$ cat config.mk
export PLATFORM = sky130hd
export DESIGN_NAME = tmds_gearbox_10to2
export DESIGN_NICKNAME = d
export VERILOG_FILES = /design/src/rtl/tmds_pkg.sv /design/src/rtl/mod5_phase.sv /design/src/rtl/tmds_gearbox_10to2.sv
export SDC_FILE = /design/constraint.sdc
export NUM_CORES = 1
export LEC_CHECK = 0
export ABC_AREA = 1
export CAP_MARGIN = 40
export CORE_MARGIN = 10
export CORE_UTILIZATION = 45
export DETAILED_ROUTE_END_ITERATION = 16
export PLACE_DENSITY = 0.69
export SETUP_SLACK_MARGIN = 0.2
export SLEW_MARGIN = 25
export SYNTH_ARGS = -nofsm -noshare
export SYNTH_HDL_FRONTEND = slang
export SYNTH_SLANG_ARGS = --single-unit
$ cat constraint.sdc
create_clock -name clki -period 1.5 [get_ports clki]
set_input_delay 0.3 -clock clki [delete_from_list [all_inputs] [get_ports clki]]
set_output_delay 0.3 -clock clki [all_outputs]
set_load 0.01 [all_outputs]
$ cat src/rtl/tmds_pkg.sv
// Shared TMDS definitions: control-period symbols and the mod-5 phase geometry
// used by the 10:2 serializer.
package tmds_pkg;

    localparam logic [9:0] TMDS_CTRL_00 = 10'b1101010100;
    localparam logic [9:0] TMDS_CTRL_01 = 10'b0010101011;
    localparam logic [9:0] TMDS_CTRL_10 = 10'b0101010100;
    localparam logic [9:0] TMDS_CTRL_11 = 10'b1010101011;

    localparam int PHASE_W = 3;
    localparam logic [PHASE_W-1:0] PHASE_LAST = 3'd4;

endpackage

$ cat src/rtl/mod5_phase.sv
// Free-running 0..4 phase counter with a registered strobe marking the last
// phase, so the load edge is known one cycle ahead without decode glitches.
module mod5_phase
    import tmds_pkg::*;
(
    input  logic               clki,
    input  logic               rstn,
    output logic [PHASE_W-1:0] phase_o,
    output logic               load_o
);

    always_ff @(posedge clki or negedge rstn) begin
        if (!rstn) begin
            phase_o <= '0;
            load_o  <= 1'b0;
        end else begin
            if (phase_o == PHASE_LAST)
                phase_o <= '0;
            else
                phase_o <= phase_o + 3'd1;
            load_o <= (phase_o == (PHASE_LAST - 3'd1));
        end
    end

endmodule

$ cat src/rtl/tmds_gearbox_10to2.sv
// One-lane TMDS serializer in the 5x clock domain: accepts a 10-bit symbol per
// five cycles through a one-deep hold register and emits two bits per cycle.
module tmds_gearbox_10to2
    import tmds_pkg::*;
#(
    parameter logic [9:0] IDLE_WORD = TMDS_CTRL_00,
    parameter bit         LSB_FIRST = 1'b1
) (
    input  logic               clki,
    input  logic               rstn,
    input  logic [9:0]         word_i,
    input  logic               valid_i,
    output logic               ready_o,
    output logic [1:0]         bits_o,
    output logic [PHASE_W-1:0] phase_o,
    output logic               load_o,
    output logic               underflow_o,
    input  logic               uf_clr_i
);

    logic [9:0] cur_word;
    logic [9:0] hold_word;
    logic       hold_full;
    logic       transfer;

    mod5_phase u_phase (
        .clki    (clki),
        .rstn    (rstn),
        .phase_o (phase_o),
        .load_o  (load_o)
    );

    // On the load edge the hold slot drains into cur, so it can take a new word.
    assign ready_o  = !hold_full || load_o;
    assign transfer = valid_i && ready_o;

    always_ff @(posedge clki or negedge rstn) begin
        if (!rstn) begin
            cur_word    <= IDLE_WORD;
            hold_word   <= '0;
            hold_full   <= 1'b0;
            underflow_o <= 1'b0;
        end else begin
            if (load_o) begin
                if (hold_full) begin
                    cur_word  <= hold_word;
                    hold_full <= transfer;
                    if (transfer)
                        hold_word <= word_i;
                end else if (transfer) begin
                    cur_word  <= word_i;
                    hold_full <= 1'b0;
                end else begin
                    cur_word    <= IDLE_WORD;
                    underflow_o <= 1'b1;
                end
            end else if (transfer) begin
                hold_word <= word_i;
                hold_full <= 1'b1;
            end

            // A clear never masks an underflow inserted on the same edge.
            if (uf_clr_i && !(load_o && !hold_full && !transfer))
                underflow_o <= 1'b0;
        end
    end

    always_comb begin
        bits_o = 2'b00;
        case (phase_o)
            3'd0: bits_o = LSB_FIRST ? cur_word[1:0] : cur_word[9:8];
            3'd1: bits_o = LSB_FIRST ? cur_word[3:2] : cur_word[7:6];
            3'd2: bits_o = LSB_FIRST ? cur_word[5:4] : cur_word[5:4];
            3'd3: bits_o = LSB_FIRST ? cur_word[7:6] : cur_word[3:2];
            3'd4: bits_o = LSB_FIRST ? cur_word[9:8] : cur_word[1:0];
            default: bits_o = 2'b00;
        endcase
    end

endmodule

# Word-level counts from Yosys, hierarchy flattened

Cells that the tools add are included.

Word-level logic and storage cells: 40
Output and inout bits: 8
Input bits: 14
Flip-flop bits (word level): 26

Add/subtract/negate cells: 1
Equal/unequal tests: 7
Reductions and logical operators: 12
Muxes and demuxes: 14

Operators by type and width:

| operator              | count |
|---|---|
| $mux W10              | 5 |
| $pmux W2 S5           | 1 |
| $mux W1               | 7 |
| $eq A3 B2 Y1 const B  | 2 |
| $logic_and A1 B1 Y1   | 4 |
| $ne A2 B1 Y1 const B  | 2 |
| $reduce_bool A2 Y1    | 2 |
| $add A3 B1 Y3 const B | 1 |
| $eq A3 B1 Y1 const B  | 1 |
| $eq A3 B3 Y1 const B  | 1 |
| $logic_not A1 Y1      | 3 |
| $logic_not A3 Y1      | 1 |
| $mux W3               | 1 |
| $reduce_and A3 Y1     | 1 |
| $ne A2 B2 Y1 const B  | 1 |
| $logic_or A1 B1 Y1    | 1 |

# Depth between registers and ports, before layout

Gate-level depths: netlist of the first run.

Depth after elaboration: 9
Depth in mapped cells: 8

# Hierarchy

Synthesis of the first run repeated with hierarchy kept, for this count alone.

Cell total of the unflattened synthesis: 145
Area, all modules: 1,262.5 um^2

Modules (own cells, without submodules):

| module             | area an instance (um^2) | cells an instance | instances | seq. area each (um^2) |
|---|---|---|---|---|
| tmds_gearbox_10to2 | 1,094.8                 | 131               | 1         | 556.8 |
| mod5_phase         | 167.7                   | 14                | 1         | 100.1 |

# Worst setup path before layout of the first run

Ideal clock, no wire load.

Path kind: reg2out
Start point: register u_phase.phase_o[0]
End point: output port bits_o[1]
Data arrival time: 1.173 ns
Stages on the path, launching flop included: 9
Slack: 0.027 ns
Path through: dfrtp_1 inv_1 ha_1 nand2_1 inv_1 nand2_1 nand2_1 nor2_1 nor2_1

Cells in the longest elaborated chain, start to end: 2
Elaborated cells between the ends (all ways): 6
Those cells by class: eq/ne: 4; mux: 1; reduce/logical: 1

Ends and longest elaborated chain:

| what                                       | RTL line                 | source |
|---|---|---|
| from (decl)                                | mod5_phase.sv:8          | `output logic [PHASE_W-1:0] phase_o,` |
| from (signal assigned)                     | mod5_phase.sv:20         | `phase_o <= phase_o + 3'd1;` |
| $eq A3 B3 Y1, or another cell as far along | tmds_gearbox_10to2.sv:70 | `case (phase_o)` |
| $pmux W2 S5 *                              | tmds_gearbox_10to2.sv:70 |  |
| to (decl)                                  | tmds_gearbox_10to2.sv:14 | `output logic [1:0] bits_o,` |

Mark *: on every way between the ends. The rest lies on a longest branch, timed or not.

# Worst setup path after layout of the first run

Ends and elaborated chain as after synthesis.

==> results of run 1 <==
## worst max-delay path: stages, from the launching register on
cell and delay [ns]:
dfrtp_2 0.48, inv_2 0.08, buf_6 0.10, ha_4 0.16
nand2_2 0.05, inv_2 0.06, nand2_2 0.06, nand2_2 0.07
nor2_2 0.03, nor2_2 0.08, buf_2 0.13
## cell type report
class	count	area, sq um
Clock buffer	3	22.52
Clock inverter	1	30.03
Fill cell	184	705.7
Inverter	20	77.57
Multi-Input combinational cell	100	703.2
Sequential cell	26	660.6
Tap cell	31	38.79
Timing Repair Buffer	47	519.2
## per-stage QoR
| stage | instances | setup slack (ns) | utilization | TNS [ns] |
|---|---|---|---|---|
| global placement | 208 | -0.3648 | 0.6039 | -0.7270 |
| detailed placement | 208 | -0.4719 | 0.6039 | -0.8830 |
| floorplan | 151 | 0.08295 | - | 0 |
| CTS | 218 | -0.4317 | 0.6488 | -0.8596 |
| finish | 228 | -0.4485 | 0.7441 | -1.001 |
| global route | 228 | -0.5430 | 0.7441 | -1.266 |
## what timing repair did
action                                  in CTS  in global routing
endpoints found under the setup margin       8                 16
gates resized for setup                     45                 37
setup buffers                                6                  6
pin swaps                                    4                  8
gates cloned                                 0                  4
## layer usage
metal	routed length, um	global-route usage
met5	0	0
met4	34	0.03313
met3	194	0.02826
met2	1884	0.1922
met1	1483	0.1522
## flip-flops by register name, summed over array words and instances, names as in the netlist
| register | count |
|---|---|
| hold_word | 10 |
| hold_full | 1 |
| u_phase.phase_o | 3 |
| underflow_o | 1 |
| cur_word | 10 |
| u_phase.load_o | 1 |
## path summary, 6_finish.rpt
check                                         from            to  slack, ns  depth (start not counted)
worst max-delay path            u_phase.phase_o[0]     bits_o[1]      -0.45                         10
worst min-delay path                          rstn  hold_word[2]       0.29                          2
worst max register to register      u_phase.load_o  hold_word[3]       0.13                          8
worst min register to register        hold_word[7]  hold_word[7]       0.54                          2
max in group asynchronous                     rstn   cur_word[6]       0.99                          2
min in group clki                        word_i[8]  hold_word[8]       0.51                          3
## power by group through the flow
stage	Combinational (mW)	Sequential (mW)	Clock [mW]
after floorplan	0.265	0.942	0
after global placement	0.382	0.974	0
after detailed placement	0.401	0.976	0
after CTS	0.390	0.964	0.487
after global routing	0.547	1.03	0.532
final	0.497	1.01	0.496
## cell usage in the layout, fill, tap and decap left out, types with 2 or more instances in the layout
master,n
buf_6,13
ha_4,3
inv_1,16
clkbuf_4,3
o21ai_1,2
nor2_1,13
nand2_4,12
o21ai_2,10
nand2_2,3
clkdlybuf4s50_1,13
dfstp_2,5
dfrtp_2,3
o21ai_0,3
buf_2,3
buf_12,3
dfrtp_1,18
buf_4,11
clkbuf_16,3
ha_1,2
nand2_1,13
nand3_1,27
nor2_2,7
inv_2,3
## logic make-up after synthesis
family          Yosys count  share of synthesized area
buf+inv                  25                    0.08994
fa+ha+maj                 6                    0.05741
flops                    26                     0.5024
compound gates           16                    0.09091
simple gates             78                     0.2593
==> flow_summary.ini, run 1 <==
[yosys]
ys_warn_count = 0
yosysSeqAreaShare = 0.5024
async_reset_ff_frac = 1.000
synth_area_per_cell_sq_um = 8.659
synthFlopType = dfrtp_1
synthTopCellsByArea = dfrtp_1 40%, nand3_1 11%, dfstp_2 10%, nand2_1 7.8%, o21ai_2 6.7%
ys_types = 17
yosysTopAreaCell = dfrtp_1
synth_edf_count = 0
synthTopCellsByCount = 28 x nand3_1, 27 x nand2_1, 21 x dfrtp_1
yosysTopAreaCellShare = 0.4019
syn-instance-count = 151
synth_area_sq_mm = 0.001308
yosysMostFrequentCell = nand3_1
syn-num-nets = 171
ys_seq_elements = 26

[power_and_ir_drop]
intPower_mw = 1.396
leakagePower_nw = 1.003
power.density_mw_per_mm2 = 976.1
seq_power_share = 0.504
p_sw_mw = 0.6065
p_total_mw = 2.003
power_frac_clock = 0.248
p_comb_frac = 0.248
ir_drop_mv = 0.8356
switching_share = 0.3028

[final_layout]
area_growth_pct = 56.94
stdcell_area_sq_mm = 0.002052
drive_gt1_frac = 0.4467
nets = 218
num_antenna_cells = 0

[drt]
ant_nets = 0
wirelength_mm = 3.596
vias_per_cell = 5.206
num_vias = 1187
wl_per_cell_um = 15.77
firstDrtPassIters = 4
drtIter0Drc = 55
route.detailed.drc = 0

[global_route]
grt_max_degree = 27
grt_usage = 0.1182
grt_pass1_vias = 1131
grt_first_pass_wirelength_mm = 5.264
grt_antenna_before_repair = 0
grt.overflow.total = 0

[floorplan]
die_h_um = 73.91
rows = 19
die_x_um = 73.91
initial_core_util = 0.4741
pin_count = 22
coreArea_sq_mm = 0.002758
die_area_sq_mm = 0.005462

[worst_setup_path]
cp-start-kind = flip-flop
crit_path_end_kind = output port
crit_type = flip-flop to output port
cp_data_required_time_ns = 1.20
arrival_ns = 1.65
cp_max_fo = 5

[cts]
cts_sinks = 26
root_buffer = clkbuf_4
clk_pin_slew_ns = 0.15
cts_buffer_depth = 2
cts_htree_levels = 1
cts_tree = built
cts_buffers = 3
clk_latency_ns = 0.33
cts_hold_buf = 0

[timing]
final_hold_viol_count = 0
worstMarginPinSlew_ns = 0.1822
whs_ns = 0.2911
final.setup.worst_slack_ns = -0.4485
rsz0062_at_grt = yes
finalSetupViolCount = 3
period_needed_ns = 1.948
slew_violations = 0
fmax_mhz = 513.2
skew_ns = 0.008113
finalCritPeriodShare = 1.299
relSlewSlack = 0.8773

[placement]
placed_cell_area_sq_mm = 0.001665
portBuffers = 21
hpwl_mm = 2.205
gp_congestion = 0.8827

[outcome]
violations = negative setup slack
outcome = complete, but fails checks

[worst_hold_path]
hp-class = input port to async pin

[flow_run]
cap_violations = 0
(Power assumes the default switching activity.)
==> run 2, diff against run 1 <==
- SLEW_MARGIN: 25 -> not set
==> results of run 2 <==
The final DEF is identical to that of run 1; final timing and power are the same.
==> run 3, diff against run 2 <==
- CORE_UTILIZATION: 45 -> 52
- PLACE_DENSITY: 0.69 -> 0.78
==> run 3 against run 2 <==
  * The flow still finishes with violations (negative setup slack)
  * Largest cell class unchanged
  * Flip-flop and latch count unchanged
  * Global-route usage is 1.2 points higher
  * Clock skew grew 0.0070 ns
  * Via count rose by 6.3%
  * First-iteration DRC count up 130%
  * Cell count fell by 1.8%
  * Utilization grew 6.9 points
==> flow_summary.ini, run 3 (synthesis results as in run 1) <==
[outcome]
outcome = complete, but fails checks
violations = negative setup slack

[drt]
num_vias = 1262
route.detailed.drc = 0
firstDrtPassIters = 4
wirelength_mm = 3.973
ant_nets = 0
wl_per_cell_um = 17.74
vias_per_cell = 5.634
drtIter0Drc = 125

[timing]
worstMarginPinSlew_ns = 0.3399
relSlewSlack = 0.7734
fmax_mhz = 520.9
finalCritPeriodShare = 1.280
final.setup.worst_slack_ns = -0.4199
slew_violations = 0
period_needed_ns = 1.920
final_hold_viol_count = 0
whs_ns = 0.3255
finalSetupViolCount = 2
fin_setup_tns_ns = -0.8357
skew_ns = 0.01511
rsz0062_at_grt = yes

[cts]
cts_sinks = 26
cts_tree = built
clk_pin_slew_ns = 0.15
cts_buffer_depth = 2
cts_htree_levels = 1
root_buffer = clkbuf_4
cts_hold_buf = 0
cts_buffers = 3
clk_latency_ns = 0.33

[power_and_ir_drop]
power.density_mw_per_mm2 = 931.0
p_total_mw = 1.841
ir_drop_mv = 0.9081
leakagePower_nw = 0.9340

[worst_setup_path]
crit_path_end_kind = output port
path_cells = ha_4 -> ha_4 -> nand2_1 -> nand2_1 -> nor2_2 -> nor2_2 -> buf_2
crit_buf_inv = 1
cp_max_fo = 5
arrival_ns = 1.62
reg2reg_depth = 7
crit_type = flip-flop to output port
cp_data_required_time_ns = 1.20
cpPeakStageDelay_ns = 0.50
cp_num_cells = 7
slowest_stage = dfrtp_2
cp-start-kind = flip-flop
worst_path_dominant_cell_family = flip-flops

[floorplan]
die_area_sq_mm = 0.004920
die_h_um = 70.15
die_x_um = 70.15
rows = 18
pin_count = 22
coreArea_sq_mm = 0.002432
initial_core_util = 0.5376

[global_route]
grt_first_pass_wirelength_mm = 5.485
grt_antenna_before_repair = 0
grt_pass1_vias = 1182
grt_max_degree = 27
grt.overflow.total = 0
grt_usage = 0.1306

[placement]
hpwl_mm = 2.114
placed_cell_area_sq_mm = 0.001652
gp_congestion = 0.7827
dpl.cell_count = 207
portBuffers = 21
place_ws_ns = -0.4453

[final_layout]
multi_input_area_sq_um = 703.2
nets = 215
mostFrequentLayoutCells = 28 x nand3_1, 18 x dfrtp_1, 14 x inv_1
final_common_cell = nand3_1
stdcell_area_sq_mm = 0.001977
final_cells = 224
final.fill_count = 143
drive_gt1_frac = 0.4588
post-route-util = 0.8128
num_antenna_cells = 0
reg_top3 = cur_word: 10 flops, hold_word: 10 flops, u_phase.phase_o: 3 flops
area_growth_pct = 51.20
register_area_sq_um = 660.6

[flow_run]
cap_violations = 0

[worst_hold_path]
hp-class = input port to async pin
## run 3: changes by cell type in the layout (fill, tap and decap cells not counted), sizes merged
cell,before,now
bufinv,1,0
buf,30,28
clkbuf,6,7
clkdlybuf4s15,1,0
## run 3: final timing paths
| check | from | to | slack, ns |
|---|---|---|---|
| worst max-delay path | u_phase.phase_o[0] | bits_o[0] | -0.42 |
| worst min-delay path | rstn | u_phase.load_o | 0.33 |
| worst max register to register | u_phase.load_o | hold_word[1] | 0.20 |
| worst min register to register | hold_word[5] | hold_word[5] | 0.51 |
| max in group asynchronous | rstn | cur_word[6] | 0.88 |
| min in group clki | hold_word[5] | hold_word[5] | 0.51 |
## run 3: final cells by class
class                      count  area share
clock buffer                   4     0.01835
inverter                      20     0.04177
multi-input combinational    100      0.3557
sequential                    26      0.3342
tap                           30     0.01899
timing repair buffer          44      0.2310
## run 3: worst reg2reg max path, cell delays in order, from the launching register on
cell	delay (ns)
dfrtp_1	0.43
buf_6	0.14
buf_12	0.12
nand2_4	0.06
nand3_4	0.12
clkbuf_16	0.21
nand2_4	0.05
o21ai_2	0.05
## run 3: repair_timing
| action | CTS | global route |
|---|---|---|
| setup buffers | 6 | 4 |
| resized for setup | 47 | 33 |
| gates cloned | 0 | 3 |
| endpoints found under the setup margin | 8 | 18 |
| pin swaps | 9 | 9 |
## run 3: power by group
group          total [mW]  switching [mW]  leakage, nW  internal, mW
Combinational       0.480           0.243        0.607         0.237
Sequential          0.998           0.123        0.306         0.876
Clock               0.362           0.214       0.0210         0.149
## run 3: layer usage
layer / track usage / routed length, um
met5: 0 / 0
met4: 0.04386 / 97
met3: 0.02401 / 290
met2: 0.2226 / 1979
met1: 0.1600 / 1605
